**src/rtl/vga_cfg_pkg.sv**
```systemverilog
// Shared definitions for the vga_clock SPI configuration loader:
// register map of the vga_clock core, boot table contents and the
// frame-sequencer state encoding.
package vga_cfg_pkg;

  localparam logic [7:0] REG_COLOUR_HRS = 8'h00;
  localparam logic [7:0] REG_COLOUR_MIN = 8'h01;
  localparam logic [7:0] REG_COLOUR_SEC = 8'h02;
  localparam logic [7:0] REG_COLOUR_BG  = 8'h03;

  // Room for the largest supported table; only the first NUM_BOOT entries are sent.
  localparam int BOOT_MAX = 16;

  localparam logic [7:0] BOOT_ADDR [BOOT_MAX] = '{
    REG_COLOUR_HRS, REG_COLOUR_MIN, REG_COLOUR_SEC, REG_COLOUR_BG,
    8'h00, 8'h00, 8'h00, 8'h00, 8'h00, 8'h00, 8'h00, 8'h00,
    8'h00, 8'h00, 8'h00, 8'h00
  };

  localparam logic [7:0] BOOT_DATA [BOOT_MAX] = '{
    8'h30, 8'h0C, 8'h03, 8'h00,
    8'h00, 8'h00, 8'h00, 8'h00, 8'h00, 8'h00, 8'h00, 8'h00,
    8'h00, 8'h00, 8'h00, 8'h00
  };

  typedef enum logic [1:0] {
    ST_IDLE  = 2'd0,
    ST_SETUP = 2'd1,
    ST_SHIFT = 2'd2,
    ST_GAP   = 2'd3
  } state_t;

endpackage

```
**src/rtl/spi_frame_shifter.sv**
```systemverilog
// 16-bit SPI mode-0 frame sequencer: divider, bit counter and shift register.
// A frame is accepted with load while ready is high (IDLE, or the last GAP
// cycle so back-to-back frames need no idle cycle).
// Optional readback: VGA_CFG_READBACK_EN adds cipo sampling of bits 7..0.
//
// state | meaning
// IDLE  | csb high, sck low, waiting for load
// SETUP | csb low, first bit on copi, one half-period before the first rise
// SHIFT | 16 bits, each sck high then low for one half-period
// GAP   | csb high, copi low for CSB_GAP half-periods
module spi_frame_shifter
  import vga_cfg_pkg::*;
#(
  parameter int CLK_DIV = 4,
  parameter int CSB_GAP = 2
) (
  input  logic        clk,
  input  logic        reset_n,
  input  logic        load,
  input  logic [15:0] frame,
  output logic        ready,
  output logic        idle,
  output logic        last_cycle,
  output logic        busy,
  output logic        sck,
  output logic        csb,
`ifdef VGA_CFG_READBACK_EN
  output logic        gap_entry,
  input  logic        cipo,
  output logic [7:0]  rd_data,
`endif
  output logic        copi
);

  localparam int DIV_W = $clog2(CLK_DIV) + 1;
  localparam int GAP_W = $clog2(CSB_GAP) + 1;
  localparam logic [DIV_W-1:0] DIV_LOAD = DIV_W'(CLK_DIV - 1);
  localparam logic [GAP_W-1:0] GAP_LOAD = GAP_W'(CSB_GAP - 1);

  state_t           state_q, state_d;
  logic [DIV_W-1:0] div_q, div_d;
  logic [GAP_W-1:0] gap_q, gap_d;
  logic [3:0]       bit_q, bit_d;
  logic [15:0]      sr_q, sr_d;
  logic             sck_q, sck_d, csb_q, csb_d, copi_q, copi_d, busy_q, busy_d;
  logic             div_tc, gap_tc;

  assign div_tc     = (div_q == '0);
  assign gap_tc     = (gap_q == '0);
  assign idle       = (state_q == ST_IDLE);
  assign last_cycle = (state_q == ST_GAP) && div_tc && gap_tc;
  assign ready      = idle || last_cycle;
  assign busy       = busy_q;
  assign sck        = sck_q;
  assign csb        = csb_q;
  assign copi       = copi_q;

  // Registered state and SPI pins
  always_ff @(posedge clk or negedge reset_n) begin
    if (!reset_n) begin
      state_q <= ST_IDLE;
      div_q   <= '0;
      gap_q   <= '0;
      bit_q   <= '0;
      sr_q    <= '0;
      sck_q   <= 1'b0;
      csb_q   <= 1'b1;
      copi_q  <= 1'b0;
      busy_q  <= 1'b0;
    end else begin
      state_q <= state_d;
      div_q   <= div_d;
      gap_q   <= gap_d;
      bit_q   <= bit_d;
      sr_q    <= sr_d;
      sck_q   <= sck_d;
      csb_q   <= csb_d;
      copi_q  <= copi_d;
      busy_q  <= busy_d;
    end
  end

  // Next-state: half-period timing, bit stepping, frame start
  always_comb begin
    state_d = state_q;
    div_d   = div_q;
    gap_d   = gap_q;
    bit_d   = bit_q;
    sr_d    = sr_q;
    sck_d   = sck_q;
    csb_d   = csb_q;
    copi_d  = copi_q;
    case (state_q)
      ST_SETUP: begin
        if (div_tc) begin
          state_d = ST_SHIFT;
          div_d   = DIV_LOAD;
          sck_d   = 1'b1;
        end else begin
          div_d = div_q - 1'b1;
        end
      end
      ST_SHIFT: begin
        if (!div_tc) begin
          div_d = div_q - 1'b1;
        end else if (sck_q) begin
          // falling edge: present the next bit
          sck_d  = 1'b0;
          div_d  = DIV_LOAD;
          sr_d   = {sr_q[14:0], 1'b0};
          copi_d = sr_q[14];
        end else if (bit_q == 4'd0) begin
          state_d = ST_GAP;
          csb_d   = 1'b1;
          copi_d  = 1'b0;
          div_d   = DIV_LOAD;
          gap_d   = GAP_LOAD;
        end else begin
          sck_d = 1'b1;
          div_d = DIV_LOAD;
          bit_d = bit_q - 1'b1;
        end
      end
      ST_GAP: begin
        if (!div_tc) begin
          div_d = div_q - 1'b1;
        end else if (!gap_tc) begin
          gap_d = gap_q - 1'b1;
          div_d = DIV_LOAD;
        end else begin
          state_d = ST_IDLE;
        end
      end
      default: ;
    endcase
    if (load && ready) begin
      state_d = ST_SETUP;
      div_d   = DIV_LOAD;
      bit_d   = 4'd15;
      sr_d    = frame;
      csb_d   = 1'b0;
      sck_d   = 1'b0;
      copi_d  = frame[15];
    end
    busy_d = (state_d != ST_IDLE);
  end

`ifdef VGA_CFG_READBACK_EN
  logic [7:0] rd_data_q;
  assign rd_data   = rd_data_q;
  assign gap_entry = (state_q == ST_SHIFT) && div_tc && !sck_q && (bit_q == 4'd0);

  // Shift in the slave reply on the rising edges that clock bits 7..0
  always_ff @(posedge clk or negedge reset_n) begin
    if (!reset_n)
      rd_data_q <= '0;
    else if ((state_q == ST_SHIFT) && div_tc && !sck_q && (bit_q != 4'd0) && (bit_q <= 4'd8))
      rd_data_q <= {rd_data_q[6:0], cipo};
  end
`endif

endmodule

```
**src/rtl/vga_clock_cfg_loader.sv**
```systemverilog
// SPI configuration loader for vga_clock: replays the boot table after reset
// or start, then serves single host register writes.
// Optional readback: VGA_CFG_READBACK_EN adds spi_cipo, rd_data, rd_valid.
module vga_clock_cfg_loader
  import vga_cfg_pkg::*;
#(
  parameter int CLK_DIV  = 4,
  parameter int CSB_GAP  = 2,
  parameter int NUM_BOOT = 4
) (
  input  logic       clk,
  input  logic       reset_n,
  input  logic       start,
  input  logic       host_req,
  input  logic [7:0] host_addr,
  input  logic [7:0] host_data,
  output logic       host_ack,
  output logic       busy,
  output logic       boot_done,
`ifdef VGA_CFG_READBACK_EN
  input  logic       spi_cipo,
  output logic [7:0] rd_data,
  output logic       rd_valid,
`endif
  output logic       spi_sck,
  output logic       spi_csb,
  output logic       spi_copi
);

  localparam logic [3:0] LAST_IDX = 4'(NUM_BOOT - 1);

  logic        sh_load, sh_ready, sh_idle, sh_last;
  logic [15:0] sh_frame;
  logic        load_boot, load_host;
  logic [3:0]  idx_sel;
  logic        boot_pend_q, boot_done_q, host_ack_q, cur_host_q, cur_last_boot_q;
  logic [3:0]  boot_idx_q;

  // Arbiter: a (re)boot outranks host writes; host frames start only from IDLE
  always_comb begin
    load_boot = 1'b0;
    load_host = 1'b0;
    idx_sel   = boot_idx_q;
    if (sh_idle && start) begin
      load_boot = 1'b1;
      idx_sel   = 4'd0;
    end else if (boot_pend_q && sh_ready) begin
      load_boot = 1'b1;
    end else if (sh_idle && host_req) begin
      load_host = 1'b1;
    end
  end

  assign sh_load   = load_boot || load_host;
  assign sh_frame  = load_boot ? {BOOT_ADDR[idx_sel], BOOT_DATA[idx_sel]} : {host_addr, host_data};
  assign host_ack  = host_ack_q;
  assign boot_done = boot_done_q || (cur_last_boot_q && sh_last);

  // Boot progress, frame ownership and handshake flags
  always_ff @(posedge clk or negedge reset_n) begin
    if (!reset_n) begin
      boot_pend_q     <= 1'b1;
      boot_idx_q      <= 4'd0;
      boot_done_q     <= 1'b0;
      host_ack_q      <= 1'b0;
      cur_host_q      <= 1'b0;
      cur_last_boot_q <= 1'b0;
    end else begin
      host_ack_q <= load_host;
      if (sh_load) begin
        cur_host_q      <= load_host;
        cur_last_boot_q <= load_boot && (idx_sel == LAST_IDX);
      end
      if (load_boot) begin
        if (idx_sel == LAST_IDX) begin
          boot_pend_q <= 1'b0;
          boot_idx_q  <= 4'd0;
        end else begin
          boot_pend_q <= 1'b1;
          boot_idx_q  <= idx_sel + 4'd1;
        end
      end
      if (sh_idle && start)
        boot_done_q <= 1'b0;
      else if (cur_last_boot_q && sh_last)
        boot_done_q <= 1'b1;
    end
  end

`ifdef VGA_CFG_READBACK_EN
  logic sh_gap_entry, rd_valid_q;
  assign rd_valid = rd_valid_q;

  // Readback is reported for host frames only
  always_ff @(posedge clk or negedge reset_n) begin
    if (!reset_n) rd_valid_q <= 1'b0;
    else          rd_valid_q <= sh_gap_entry && cur_host_q;
  end
`endif

  spi_frame_shifter #(
    .CLK_DIV (CLK_DIV),
    .CSB_GAP (CSB_GAP)
  ) u_shifter (
    .clk        (clk),
    .reset_n    (reset_n),
    .load       (sh_load),
    .frame      (sh_frame),
    .ready      (sh_ready),
    .idle       (sh_idle),
    .last_cycle (sh_last),
    .busy       (busy),
    .sck        (spi_sck),
    .csb        (spi_csb),
`ifdef VGA_CFG_READBACK_EN
    .gap_entry  (sh_gap_entry),
    .cipo       (spi_cipo),
    .rd_data    (rd_data),
`endif
    .copi       (spi_copi)
  );

endmodule

```
**config.mk**
```make
export PLATFORM = sky130hd
export DESIGN_NAME = vga_clock_cfg_loader
export DESIGN_NICKNAME = d
export VERILOG_FILES = /design/src/rtl/vga_cfg_pkg.sv /design/src/rtl/spi_frame_shifter.sv /design/src/rtl/vga_clock_cfg_loader.sv
export SDC_FILE = /design/constraint.sdc
export NUM_CORES = 1
export LEC_CHECK = 0
export ABC_AREA = 0
export CAP_MARGIN = 20
export CORE_ASPECT_RATIO = 1.1
export CORE_UTILIZATION = 60
export DETAILED_ROUTE_END_ITERATION = 16
export GPL_ROUTABILITY_DRIVEN = 0
export GPL_TIMING_DRIVEN = 0
export PLACE_DENSITY = 0.83
export SYNTH_ARGS = -nofsm -noshare
export SYNTH_HDL_FRONTEND = slang
export SYNTH_SLANG_ARGS = --single-unit
```
**constraint.sdc**
```tcl
create_clock -name clk -period 4.3 [get_ports clk]
set_input_delay 0.86 -clock clk [delete_from_list [all_inputs] [get_ports clk]]
set_output_delay 0.86 -clock clk [all_outputs]
set_load 0.1 [all_outputs]
```
## Word level (Yosys, flattened, before mapping)

Memory sizes are Yosys's and may differ from the RTL's.
Cells that the tools add are included.

- Flip-flop bits (word level): 38
- Memory bits (read-only): 256
- Memories kept: 2
- Output and inout port bits: 6

Memories:

| name | words | bits a word | read ports | clocked after Yosys merged registers in | write ports | RTL line | RTL |
|---|---|---|---|---|---|---|---|
| (name not given) | 16 | 8 | 1 | 0 | 0 | vga_clock_cfg_loader.sv:55 | `assign sh_frame = load_boot ? {BOOT_ADDR[idx_sel], BOOT_DATA[idx_sel]} : {host_addr, host_data};` |
| (name not given) | 16 | 8 | 1 | 0 | 0 | vga_clock_cfg_loader.sv:55 |  |

- Bitwise gates (word level): 1
- Reduce and logical (&&, ||, !) cells: 33
- Equality and inequality tests: 14
- Add/sub/neg operators: 4
- Multiplexer cells: 59
- $lt $le $gt $ge: 1

Operators with widths:

| operator | count |
|---|---|
| two-way mux 15 bit | 4 |
| two-way mux 8 bit | 4 |
| two-way mux 4 bit | 7 |
| two-way mux 2 bit | 12 |
| two-way mux 1 bit | 23 |
| two-way mux 16 bit | 1 |
| nonzero test 2 bit | 7 |
| two-way mux 3 bit | 4 |
| AND reduction 3 bit | 3 |
| nonzero test 3 bit | 3 |
| logical AND 1 bit | 8 |
| != test 2 bit (second input constant) | 4 |
| AND reduction 4 bit | 2 |
| != test 2 x 1 -> 1 bit (second input constant) | 3 |
| != test 3 x 1 -> 1 bit (second input constant) | 2 |
| one-hot mux 2 bit (3 select lines) | 1 |
| one-hot mux 3 bit (2 select lines) | 1 |
| AND reduction 6 bit | 1 |
| >= comparator 5 bit (second input constant) | 1 |
| inverter 4 -> 5 bit | 1 |
| adder 4 x 1 -> 4 bit (second input constant) | 1 |
| equality test 2 bit (second input constant) | 2 |
| equality test 4 x 2 -> 1 bit (second input constant) | 1 |
| logical NOT 2 bit | 2 |
| other kinds (12) | 14 |

## Longest topological paths before layout

Gate-level depths: netlist of the first run.

- Word-level depth: 11
- Mapped depth: 10
- Depth with buffers taken out: 9

## Hierarchy

Synthesis of the first run repeated with hierarchy kept, for this count alone.

- Cell total of the unflattened synthesis: 214
- Area total of the unflattened synthesis: 2,179.6 um2

Modules (own cells, without submodules):

| module | instances | area each (um2) | cells each | sequential area each (um2) |
|---|---|---|---|---|
| spi_frame_shifter | 1 | 1,616.6 | 145 | 752.0 |
| vga_clock_cfg_loader | 1 | 563.0 | 69 | 201.4 |

## Worst setup path after synthesis of the first run

OpenSTA, ideal clock, no wires.

- Path kind: register to output
- Start point: register u_shifter.div_q[0]
- End point: output port boot_done
- Data arrival time: 1,689 ps
- Path buffers: 1
- Path slack: 1,751 ps
- Stages on the path, launching flop included: 6
- Path through: dfrtp_1 -> inv_1 -> ha_1 -> and4b_1 -> buf_6 -> a21o_1

- Word-level cells in the longest chain between the ends: 5

Ends and longest elaborated chain:

| element | RTL line | RTL |
|---|---|---|
| start, declared | spi_frame_shifter.sv:41 | `logic [DIV_W-1:0] div_q, div_d;` |
| start signal, assigned | spi_frame_shifter.sv:72 | `div_q <= div_d;` |
| logical NOT 3 bit | spi_frame_shifter.sv:48 | `assign div_tc = (div_q == '0);` |
| logical AND 1 bit (2 in a row) | spi_frame_shifter.sv:51 | `assign last_cycle = (state_q == ST_GAP) && div_tc && gap_tc;` |
| logical AND 1 bit | vga_clock_cfg_loader.sv:57 | `assign boot_done = boot_done_q \|\| (cur_last_boot_q && sh_last);` |
| logical OR 1 bit | vga_clock_cfg_loader.sv:57 |  |
| end, declared | vga_clock_cfg_loader.sv:19 | `output logic boot_done,` |

Every way passes these cells.

## Final worst setup path of the first run

- Start point: register u_shifter.state_q[1]
- End point: output port boot_done

- Word-level cells in the longest chain between the ends: 5

Ends and longest elaborated chain:

| element | RTL line | RTL |
|---|---|---|
| start, declared | spi_frame_shifter.sv:40 | `state_t state_q, state_d;` |
| start signal, assigned | spi_frame_shifter.sv:71 | `state_q <= state_d;` |
| equality test 2 bit | spi_frame_shifter.sv:51 |  |
| logical AND 1 bit (2 in a row) | spi_frame_shifter.sv:51 |  |
| logical AND 1 bit | vga_clock_cfg_loader.sv:57 |  |
| logical OR 1 bit | vga_clock_cfg_loader.sv:57 |  |

Every way passes these cells.

==> results.md, run 1 <==
- Status: complete, no violations
- Synth Area in XOR/XNOR: 0.791%
- Tcrit/Tclk final: 83.2%
- Hold buffer count at cts: 0
- Routed Antenna Nets: 0
- Critical path required time: roughly 3400 ps
- Worst-path clk slew: 110 ps
- DRT iter0 DRCs: between 80 and 90
- Vias in the first global route: 1746
- Critical path buffers and inverters: 3
- Mapped Nets: between 200 and 300
- Max Cap Viol: 0
- R2r setup slk: between 2000 and 2500 ps
- Post-CTS sizing: 0
- Worst Setup Slack post-DPL: approximately 1100 ps
- Number of antenna violations at the first check in global routing: 0
- Max VDD drop: ~200 uV
- Final setup fails: 0
- Storage element area: about 950 um^2
- M1 wire length: between 2000 and 2500 um
- Vias per inst: 5.69
- Footprint of the multi-input gates: 1130 um^2
- Site Rows: 22
- PD cells: around 220 nW/um^2
- ANT cells: 0
- TritonCTS buffer count: 5
- Filler cells: roughly 250
- Number of distinct library cells after synthesis: 55
- Most used DFF post-synth: dfrtp_1
- Tightest Pin Transition: 967 ps
- CP delay by family, top: buffers and inverters
- Placed cell area: between 2000 and 3000 um^2
- Fmax: roughly 0.28 GHz
- Die area: between 3000 and 4000 um^2
- Worst EP arrival: between 2000 and 3000 ps
- Cell count after synthesis: 220
- CTS tree: built
- Ys Warns: 0
- Largest net degree at the start of global routing: 39
- Global Route Usage Sum: between 20% and 30%
- Top cell type's share of synthesized area: 40.7%
- Postcts setup bufs: 0
- Critical path class: reg -> out
- Final Hold Violating Endpoints: 0
- CP max stage cell: clkdlybuf4s50_1
- Slew Limit Fails: 0
- Most frequent CP cell: buf_6
- DR DRC count: 0
- Crit path launch type: flip-flop
- CTS root buffer: clkbuf_4
- I/O Buffers: 25
- Die width: about 60 um
- Layout cell share with drive strength beyond 1: 10.7%
- Synth Area per Inst: around 10 um^2
- Post-synth ARST share: 100%
- Core area: 3440 um^2
- Met3 WL: between 150 and 200 um
- Initial Util: 64.3%
- First-pass GRT wire length: 7850 um
- Setup TNS: 0 ps
- Die H: 65.7 um
- Io pins: 26
- DR vias: approximately 1700
- RSZ-0062 raised after global routing: false
- Worst min path class: reg -> reg
- CP peak stage delay: between 1000 and 1500 ps
- Clk buf depth: 2
- Drt first pass iters: 4
- Worst Path Max Fanout: 10
- # nets final: between 200 and 300
- Compound-Gate Fraction of Synth Area: 17.8%
- Adder-Cell Fraction of Synth Area: 8.48%
- Routed WL: 4390 um
- Pleak: 1.20 nW
- Met2 Wirelength: approximately 2000 um
- Cell Area, Synth: approximately 2200 um^2
- Critical path, cell by cell: ha_1 -> buf_6 -> and4b_1 -> buf_6 -> a21o_1 -> clkdlybuf4s50_1
- P&R area growth vs syn: 16.0%
- Fin crit period: ~3600 ps
- Yosys reg bits: 38
- Fin area: 2570 um^2
- Simple-gate area share of the yosys netlist: approximately 16%
- GR Overflow Total: 0
- Largest family of logic cells by synthesized area: compound AO/OA/AOI/OAI gates
- Routed length per placed instance: 14.6 um
- Setup ws final: around 700 ps
- Relative slew slack: between 30% and 40%
- Later-pin clock latency in the skew report: between 300 and 400 ps
- Proportion of synthesized area in mux cells: between 8 and 9%
- Seq/Total Area, Yosys: about 43%
- CTS H-tree depth: 2
- Post-synth EDFFs: 0
- Sink Count: 38
- Final HPWL DP: between 3000 and 4000 um
- Skew final: 18.0 ps
- Setup crit end kind: primary output
- Cell type with the largest total area after synthesis: dfrtp_1
- Synth area leaders: dfrtp_1 41%, ha_1 8.5%, mux2i_1 6.8%
- Top Layer Used: met4
==> sequential cells by signal, summed over array words and instances, names as in the netlist <==
register,cells
u_shifter.bit_q,4
u_shifter.sr_q,15
cur_last_boot_q,1
host_ack,1
u_shifter.busy,1
boot_pend_q,1
u_shifter.sck,1
u_shifter.copi,1
u_shifter.gap_q,2
u_shifter.csb,1
boot_done_q,1
u_shifter.div_q,3
u_shifter.state_q,2
boot_idx_q,4
==> where the power goes <==
part / switching (mW) / internal, mW / leakage (nW)
clock network: 0.115 / 0.0652 / 0.0265
registers: 0 / 0.357 / 0.436
logic: 0.0101 / 0.0150 / 0.734
==> area by class of cell <==
| type | instances | share of cell area, % |
|---|---|---|
| sequential | 38 | 37.1 |
| multi-input combinational | 158 | 44.1 |
| buffer | 10 | 2.92 |
| clock buffer | 8 | 1.90 |
| tap | 48 | 2.34 |
| timing repair buffer | 25 | 9.55 |
| inverter | 14 | 2.05 |
==> cell usage after synthesis, types with 3 or more instances <==
master,count
dfrtp_1,36
nand2_1,27
o21ai_0,20
ha_1,15
mux2i_1,15
inv_1,14
nand3_1,10
a21oi_1,7
nor2_1,6
a22oi_1,4
nand2b_1,4
a31oi_1,3
buf_4,3
buf_6,3
o211ai_1,3
==> layout by cell type, fill, tap and decap left out, types with 4 or more instances in the layout <==
cell / synthesis / layout
o21ai_0: 20 / 20
nand3_1: 10 / 10
clkdlybuf4s50_1: 0 / 24
nand2b_1: 4 / 4
a21oi_1: 7 / 7
clkbuf_4: 0 / 5
ha_1: 15 / 15
nand2_1: 27 / 27
dfrtp_1: 36 / 36
mux2i_1: 15 / 15
a22oi_1: 4 / 4
inv_1: 14 / 14
nor2_1: 6 / 6
clkbuf_1: 1 / 4
==> layer usage <==
| metal | global-route usage, % | up-vias |
|---|---|---|
| li1 | - | 853 |
| met1 | 36.9 | 815 |
| met2 | 41.8 | 38 |
| met3 | 4.53 | 7 |
| met4 | 11.9 | 0 |
| met5 | 0 | - |
==> worst min-delay path: cells and delay by family, from the launching register on <==
family | cells | cell delay [ps]
and+or+nand+nor | 1 | 60
DFF | 1 | 360
AOI/OAI and AO/OA | 1 | 60
==> stage by stage <==
step	hold WS, ps	std cells	utilization (%)	power (mW)
6_report	516	301	74.6	0.562
3_5_place_dp	499	293	73.2	0.390
3_3_place_gp	493	293	73.3	0.390
2_1_floorplan	468	220	-	0.365
5_1_grt	554	301	74.6	0.579
4_1_cts	524	301	74.6	0.567
==> worst paths after layout <==
path | depth (start not counted) | end | from
setup / recovery | 6 | boot_done | u_shifter.state_q[1]
hold / removal | 2 | cur_last_boot_q | cur_last_boot_q
setup reg to reg | 8 | u_shifter.sr_q[5] | u_shifter.state_q[0]
hold reg to reg | 2 | cur_last_boot_q | cur_last_boot_q
max in group asynchronous | 1 | u_shifter.sr_q[3] | reset_n
min in group asynchronous | 1 | u_shifter.state_q[0] | reset_n
==> kinds of logic after synthesis <==
kind of cell / after synthesis
AO/OA/AOI/OAI: 56
XOR/XNOR: 2
adder cells (fa/ha/maj): 15
buffers and inverters: 24
flip-flops: 38
multiplexers: 18
AND/OR/NAND/NOR: 67
Note: power is estimated with default switching activity, not from simulation.
==> run 2: changes to the inputs <==
CORE_UTILIZATION = 50   (was 60)
PLACE_DENSITY = 0.73   (was 0.83)
clock period = 2.89 ns   (was 4.3 ns; I/O delays follow)
==> results.md, run 2 (synthesis gave the netlist of run 1 again) <==
- Most frequent cells in the layout: 36 x dfrtp_1, 27 x nand2_1, 23 x clkdlybuf4s50_1, 20 x o21ai_0
- Worst-path clk slew: 80 ps (-30 ps)
- Max Cap Viol: 0 (unchanged)
- Status: complete, no violations
- Fmax: 0.377 GHz
- Slew Limit Fails: 0 (unchanged)
- First-pass GRT wire length: 7710 um (-1.8%)
- Setup crit end kind: primary output
- Routed WL: 4500 um (+2.5%)
- Crit path launch type: flip-flop
- Postcts setup bufs: 0 (unchanged)
- Vias in the first global route: 1654 (-5.3%)
- Post-CTS sizing: 3 (+3)
- Worst Setup EP: boot_done
- Clk pwr share: 40.0% (+8.0 points)
- Core area: 4290 um^2 (+25%)
- CTS tree: built
- Clk buf depth: 2 (unchanged)
- Routed length per placed instance: 14.6 um (+0.51%)
- Share of total power in combinational logic: 3.9% (-0.6 points)
- # nets final: 287 (unchanged)
- P&R area growth vs syn: 18.3%
- Layout cell share with drive strength beyond 1: 11.9% (+1.2 points)
- DRT iter0 DRCs: 84 (-1.2%)
- Critical path class: reg -> out
- Die H: 71.8 um (+9.3%)
- Pleak: 1.22 nW (+1.8%)
- Tcrit/Tclk final: 91.8%
- Post-Place Cells: 299 (+2.0%)
- Skew final: 7.32 ps (-10.6 ps)
- Hold buffer count at cts: 0 (unchanged)
- CP max stage cell: clkdlybuf4s15_2
- Worst Path Max Fanout: 7 (-3)
- CTS root buffer: clkbuf_8
- CTS H-tree depth: 2 (unchanged)
- Vias per inst: 5.55 (-2.5%)
- Met3 WL: 178 um (unchanged)
- Final Hold Violating Endpoints: 0 (unchanged)
- M1 wire length: 2050 um (-5.0%)
- Later-pin clock latency in the skew report: 290 ps (-60 ps)
- Relative slew slack: 35.6% (+0.25 points)
- Biggest regs: u_shifter.sr_q (15), boot_idx_q (4), u_shifter.bit_q (4)
- Met2 Wirelength: 2220 um (+12%)
- Final HPWL DP: 3240 um (+4.1%)
- Initial Util: 51.6% (-13 points)
- CP peak stage delay: 550 ps (-570 ps)
- Commonest non-fill, non-tap cell in the layout: dfrtp_1
- Worst EP arrival: 2080 ps (-640 ps)
- I/O Buffers: 25 (unchanged)
- Routed Antenna Nets: 0 (unchanged)
- Tightest Pin Transition: 963 ps (-3.72 ps)
- Origin of the critical flop-to-flop path: u_shifter.state_q[0]
- Critical path, cell by cell: inv_1 -> ha_1 -> and4b_1 -> buf_6 -> a21o_1 -> clkdlybuf4s15_2
- Switch Pwr: 201 uW (+61%)
- Site Rows: 25 (+14%)
- Worst min path class: in -> async
- Critical path required time: 2310 ps (-1130 ps)
- Non-Filler Instances: 307 (+2.0%)
- Number of flip-flops under the largest register name: 15 (unchanged)
- Sink Count: 38 (unchanged)
- R2r setup slk: 850 ps (-1330 ps)
- Critical Path Source: u_shifter.div_q[0]
- Path depth of the worst reg2reg path: 9 (+1)
- Drt first pass iters: 4 (unchanged)
- Switch share: 21.2% (-0.96 points)
- Die width: 65.4 um (+9.2%)
- Global Route Usage Sum: 21.7% (-5.3 points)
- Cell internal pwr: 746 uW (+71%)
- Max VDD drop: 226 uV (+13%)
- PD cells: 362 nW/um^2 (+65%)
- Worst R2R End: u_shifter.sr_q[2]
- DR vias: 1703 (-0.58%)
- Top Layer Used: met4
- Biggest register: u_shifter.sr_q
- ANT cells: 0 (unchanged)
- TritonCTS buffer count: 5 (unchanged)
- Io pins: 26 (unchanged)
- Die area: 4700 um^2 (+19%)
- DR DRC count: 0 (unchanged)
- Design Power: 948 uW (+69%)
- Largest net degree at the start of global routing: 39 (unchanged)
- GR Overflow Total: 0 (unchanged)
- RSZ-0062 raised after global routing: false
- Fin crit period: 2650 ps
- Flop pwr share: 56.1% (-7.4 points)
- Number of antenna violations at the first check in global routing: 0 (unchanged)
- Final setup fails: 0 (unchanged)
run 2: cell types whose count changed in the layout (fill, tap and decap cells not counted):
cell	before	now
clkbuf_1	4	2
clkbuf_4	5	0
clkbuf_8	0	6
clkdlybuf4s15_2	0	1
clkdlybuf4s50_1	24	23
clkinv_2	0	1
run 2: area by class of cell:
| cell class | instances | area, um^2 |
|---|---|---|
| multi-input cells | 158 | 1130 |
| well taps | 54 | 67.6 |
| inverters | 14 | 52.6 |
| clock inverters | 1 | 5.00 |
| flip-flops and latches | 38 | 953 |
| fillers | 383 | 1670 |
| repair buffers | 25 | 246 |
| clock buffers | 7 | 86.3 |
| plain buffers | 10 | 75.1 |
run 2: critical path: cells and delay by family, from the launching register on:
kind | cells | cell delay, ps
and+or+nand+nor | 1 | 240
DFF | 1 | 390
AOI/OAI and AO/OA | 1 | 130
buffers and inverters | 3 | 770
adders and majority gates | 1 | 270
run 2: through the flow:
stage	worst slack, ps	hold slack [ps]	utilization, %	TNS, ps	cell area, um^2
2_1_floorplan	623	282	-	0	2210
3_3_place_gp	-18.5	490	59.1	-18.5	2530
3_5_place_dp	-42.4	498	58.9	-42.4	2530
4_1_cts	221	408	61.1	0	2620
5_1_grt	142	453	61.1	0	2620
6_report	237	380	61.1	0	2620
run 2: worst min-delay path by stage:
| stage | start | end | slack, ps |
|---|---|---|---|
| after floorplan | reset_n | boot_done_q | 280 |
| after global placement | cur_last_boot_q | cur_last_boot_q | 490 |
| after detailed placement | u_shifter.copi | u_shifter.copi | 500 |
| after CTS | reset_n | boot_idx_q[2] | 410 |
| after global routing | reset_n | boot_idx_q[0] | 450 |
| final | reset_n | boot_idx_q[3] | 380 |
run 2: power by group through the flow:
stage               clock network [mW]  registers [mW]  logic, mW
floorplan                            0           0.542    0.00113
global placement                     0           0.542     0.0392
detailed placement                   0           0.542     0.0382
CTS                              0.391           0.531     0.0386
global route                     0.413           0.531     0.0416
finish                           0.379           0.531     0.0373
run 2: per-layer routing:
metal | vias up | global-route usage, %
met3 | 6 | 5.10
li1 | 844 | -
met5 | - | 0
met2 | 30 | 37.6
met4 | 0 | 5.80
met1 | 823 | 26.8
==> run 3: changes to the inputs <==
CAP_MARGIN = 40   (was 20)
==> results.md, run 3 (synthesis gave the netlist of run 1 again) <==
- Commonest non-fill, non-tap cell in the layout: dfrtp_1
- CTS tree: built
- Share of total power in combinational logic: 4.1% (+0.2 points)
- Tcrit/Tclk final: 95.8% (+4.0 points)
- Switch Pwr: 212 uW (+5.3%)
- DR DRC count: 0 (unchanged)
- Drt first pass iters: 4 (unchanged)
- Fin crit period: 2770 ps (+116 ps)
- Number of antenna violations at the first check in global routing: 0 (unchanged)
- RSZ-0062 raised after global routing: false
- Path depth of the worst reg2reg path: 9 (unchanged)
- Most frequent cells in the layout: 36 x dfrtp_1, 27 x nand2_1, 24 x clkdlybuf4s50_1, 20 x o21ai_0, 15 x mux2i_1
- Status: complete, no violations
- Sink Count: 38 (unchanged)
- Slew Limit Fails: 0 (unchanged)
- Pleak: 1.29 nW (+6.0%)
- Tightest Pin Transition: 489 ps (-474 ps)
- Max Cap Viol: 0 (unchanged)
- Cell internal pwr: 816 uW (+9.3%)
- Switch share: 20.6% (-0.61 points)
- Hold_ws: 236 ps (-144 ps)
- I/O Buffers: 25 (unchanged)
- Worst Path Max Fanout: 7 (unchanged)
- Worst min path class: in -> async
- Later-pin clock latency in the skew report: 290 ps (about the same)
- Initial Util: 51.6% (unchanged)
- Setup ws final: 121 ps (-116 ps)
- Fin area: 2780 um^2 (+6.3%)
- First-pass GRT wire length: 7970 um (+3.3%)
- Critical path, cell by cell: inv_1 -> ha_4 -> and4b_1 -> buf_6 -> a21o_1 -> clkdlybuf4s50_1 -> buf_12
- Setup crit end kind: primary output
- Die H: 71.8 um (unchanged)
- Routed Antenna Nets: 0 (unchanged)
- Clk buf depth: 2 (unchanged)
- Post-Place Cells: 306 (+2.3%)
- Number of flip-flops under the largest register name: 15 (unchanged)
- Non-Filler Instances: 316 (+2.9%)
- Biggest register: u_shifter.sr_q
- Relative slew slack: 67.4% (+32 points)
- Final Hold Violating Endpoints: 0 (unchanged)
- Skew final: 8.30 ps (+0.977 ps)
- Vias in the first global route: 1731 (+4.7%)
- Crit path launch type: flip-flop
- Final HPWL DP: 3420 um (+5.4%)
- Routed length per placed instance: 15.4 um (+5.0%)
- Placed cell area: 2640 um^2 (+4.7%)
- P&R area growth vs syn: 25.7%
- Worst EP arrival: 2190 ps (+110 ps)
- Worst-path clk slew: 80 ps (about the same)
- R2r setup slk: 810 ps (-40 ps)
- ANT cells: 0 (unchanged)
- Worst Setup Slack post-DPL: 378 ps (+421 ps)
- Largest net degree at the start of global routing: 21 (-46%)
- Layout cell share with drive strength beyond 1: 14.5% (+2.6 points)
- Final setup fails: 0 (unchanged)
- Core area: 4290 um^2 (unchanged)
- DRT iter0 DRCs: 125 (+49%)
- Critical path required time: 2310 ps (about the same)
- CTS root buffer: clkbuf_8
- Critical path class: reg -> out
- CP peak stage delay: 520 ps (-30 ps)
- Clk pwr share: 44.2% (+4.2 points)
- # nets final: 296 (+3.1%)
- Biggest regs: u_shifter.sr_q (15), boot_idx_q (4), u_shifter.bit_q (4)
- CP max stage cell: clkdlybuf4s50_1
- Die area: 4700 um^2 (unchanged)
- Setup TNS: 0 ps (unchanged)
- Io pins: 26 (unchanged)
- DR vias: 1740 (+2.2%)
- Global Route Usage Sum: 22.5% (+0.82 points)
- Die width: 65.4 um (unchanged)
- Max VDD drop: 273 uV (+21%)
- CTS H-tree depth: 2 (unchanged)
- PD cells: 369 nW/um^2 (+2.1%)
- TritonCTS buffer count: 5 (unchanged)
- Flop pwr share: 51.7% (-4.4 points)
- Filler cells: 353 (-7.8%)
- Site Rows: 25 (unchanged)
- GR Overflow Total: 0 (unchanged)
- Vias per inst: 5.51 (-0.74%)
- Routed WL: 4860 um (+8.1%)
- Fmax: 0.361 GHz (-4.2%)
==> run 3: layer usage <==
layer | GRT usage (%) | wire length, um
met5 | 0 | 0
met4 | 9.42 | 82
met3 | 3.66 | 149
met2 | 37.8 | 2440
met1 | 28.5 | 2180
==> run 3: path summary, 6_finish.rpt <==
kind,endpoint,start
max,boot_done,u_shifter.div_q[0]
min,boot_idx_q[2],reset_n
max reg2reg,u_shifter.sr_q[5],u_shifter.state_q[1]
min reg2reg,cur_last_boot_q,cur_last_boot_q
max in group asynchronous,u_shifter.csb,reset_n
min in group clk,cur_last_boot_q,cur_last_boot_q
==> run 3: final cells by class <==
type / count / area [um^2] / area share [%]
multi-input combinational: 158 / 1140 / 41.1
sequential: 38 / 953 / 34.3
timing repair buffer: 34 / 383 / 13.8
clock buffer: 7 / 76.3 / 2.74
buffer: 10 / 75.1 / 2.70
tap: 54 / 67.6 / 2.43
inverter: 14 / 52.6 / 1.89
clock inverter: 1 / 30.0 / 1.08
==> run 3: stage by stage <==
step / power (mW) / util (%)
detailed placement: 0.585 / 61.7
floorplan: 0.543 / -
global route: 1.06 / 64.9
CTS: 1.04 / 64.2
global placement: 0.581 / 59.1
finish: 1.03 / 64.9
==> run 3: power groups by stage <==
stage	combinational, mW	clock (mW)	sequential [mW]
CTS	0.0434	0.462	0.531
global placement	0.0392	0	0.542
global route	0.0464	0.486	0.531
floorplan	0.00113	0	0.542
finish	0.0422	0.455	0.531
detailed placement	0.0430	0	0.542
==> run 3: timing repair <==
| action | CTS | global route |
|---|---|---|
| hold buffers | 0 | 0 |
| endpoints found under the setup margin | 0 | 1 |
| buffers inserted | 0 | 2 |
| hold endpoints to repair | 0 | 0 |
| gates resized for setup | 0 | 3 |
==> run 3: critical path: cells and delay by family, from the launching register on <==
kind	cells	cell delay (ps)
buf+inv	4	960
flops	1	400
simple gates	1	220
fa+ha+maj	1	180
compound gates	1	130
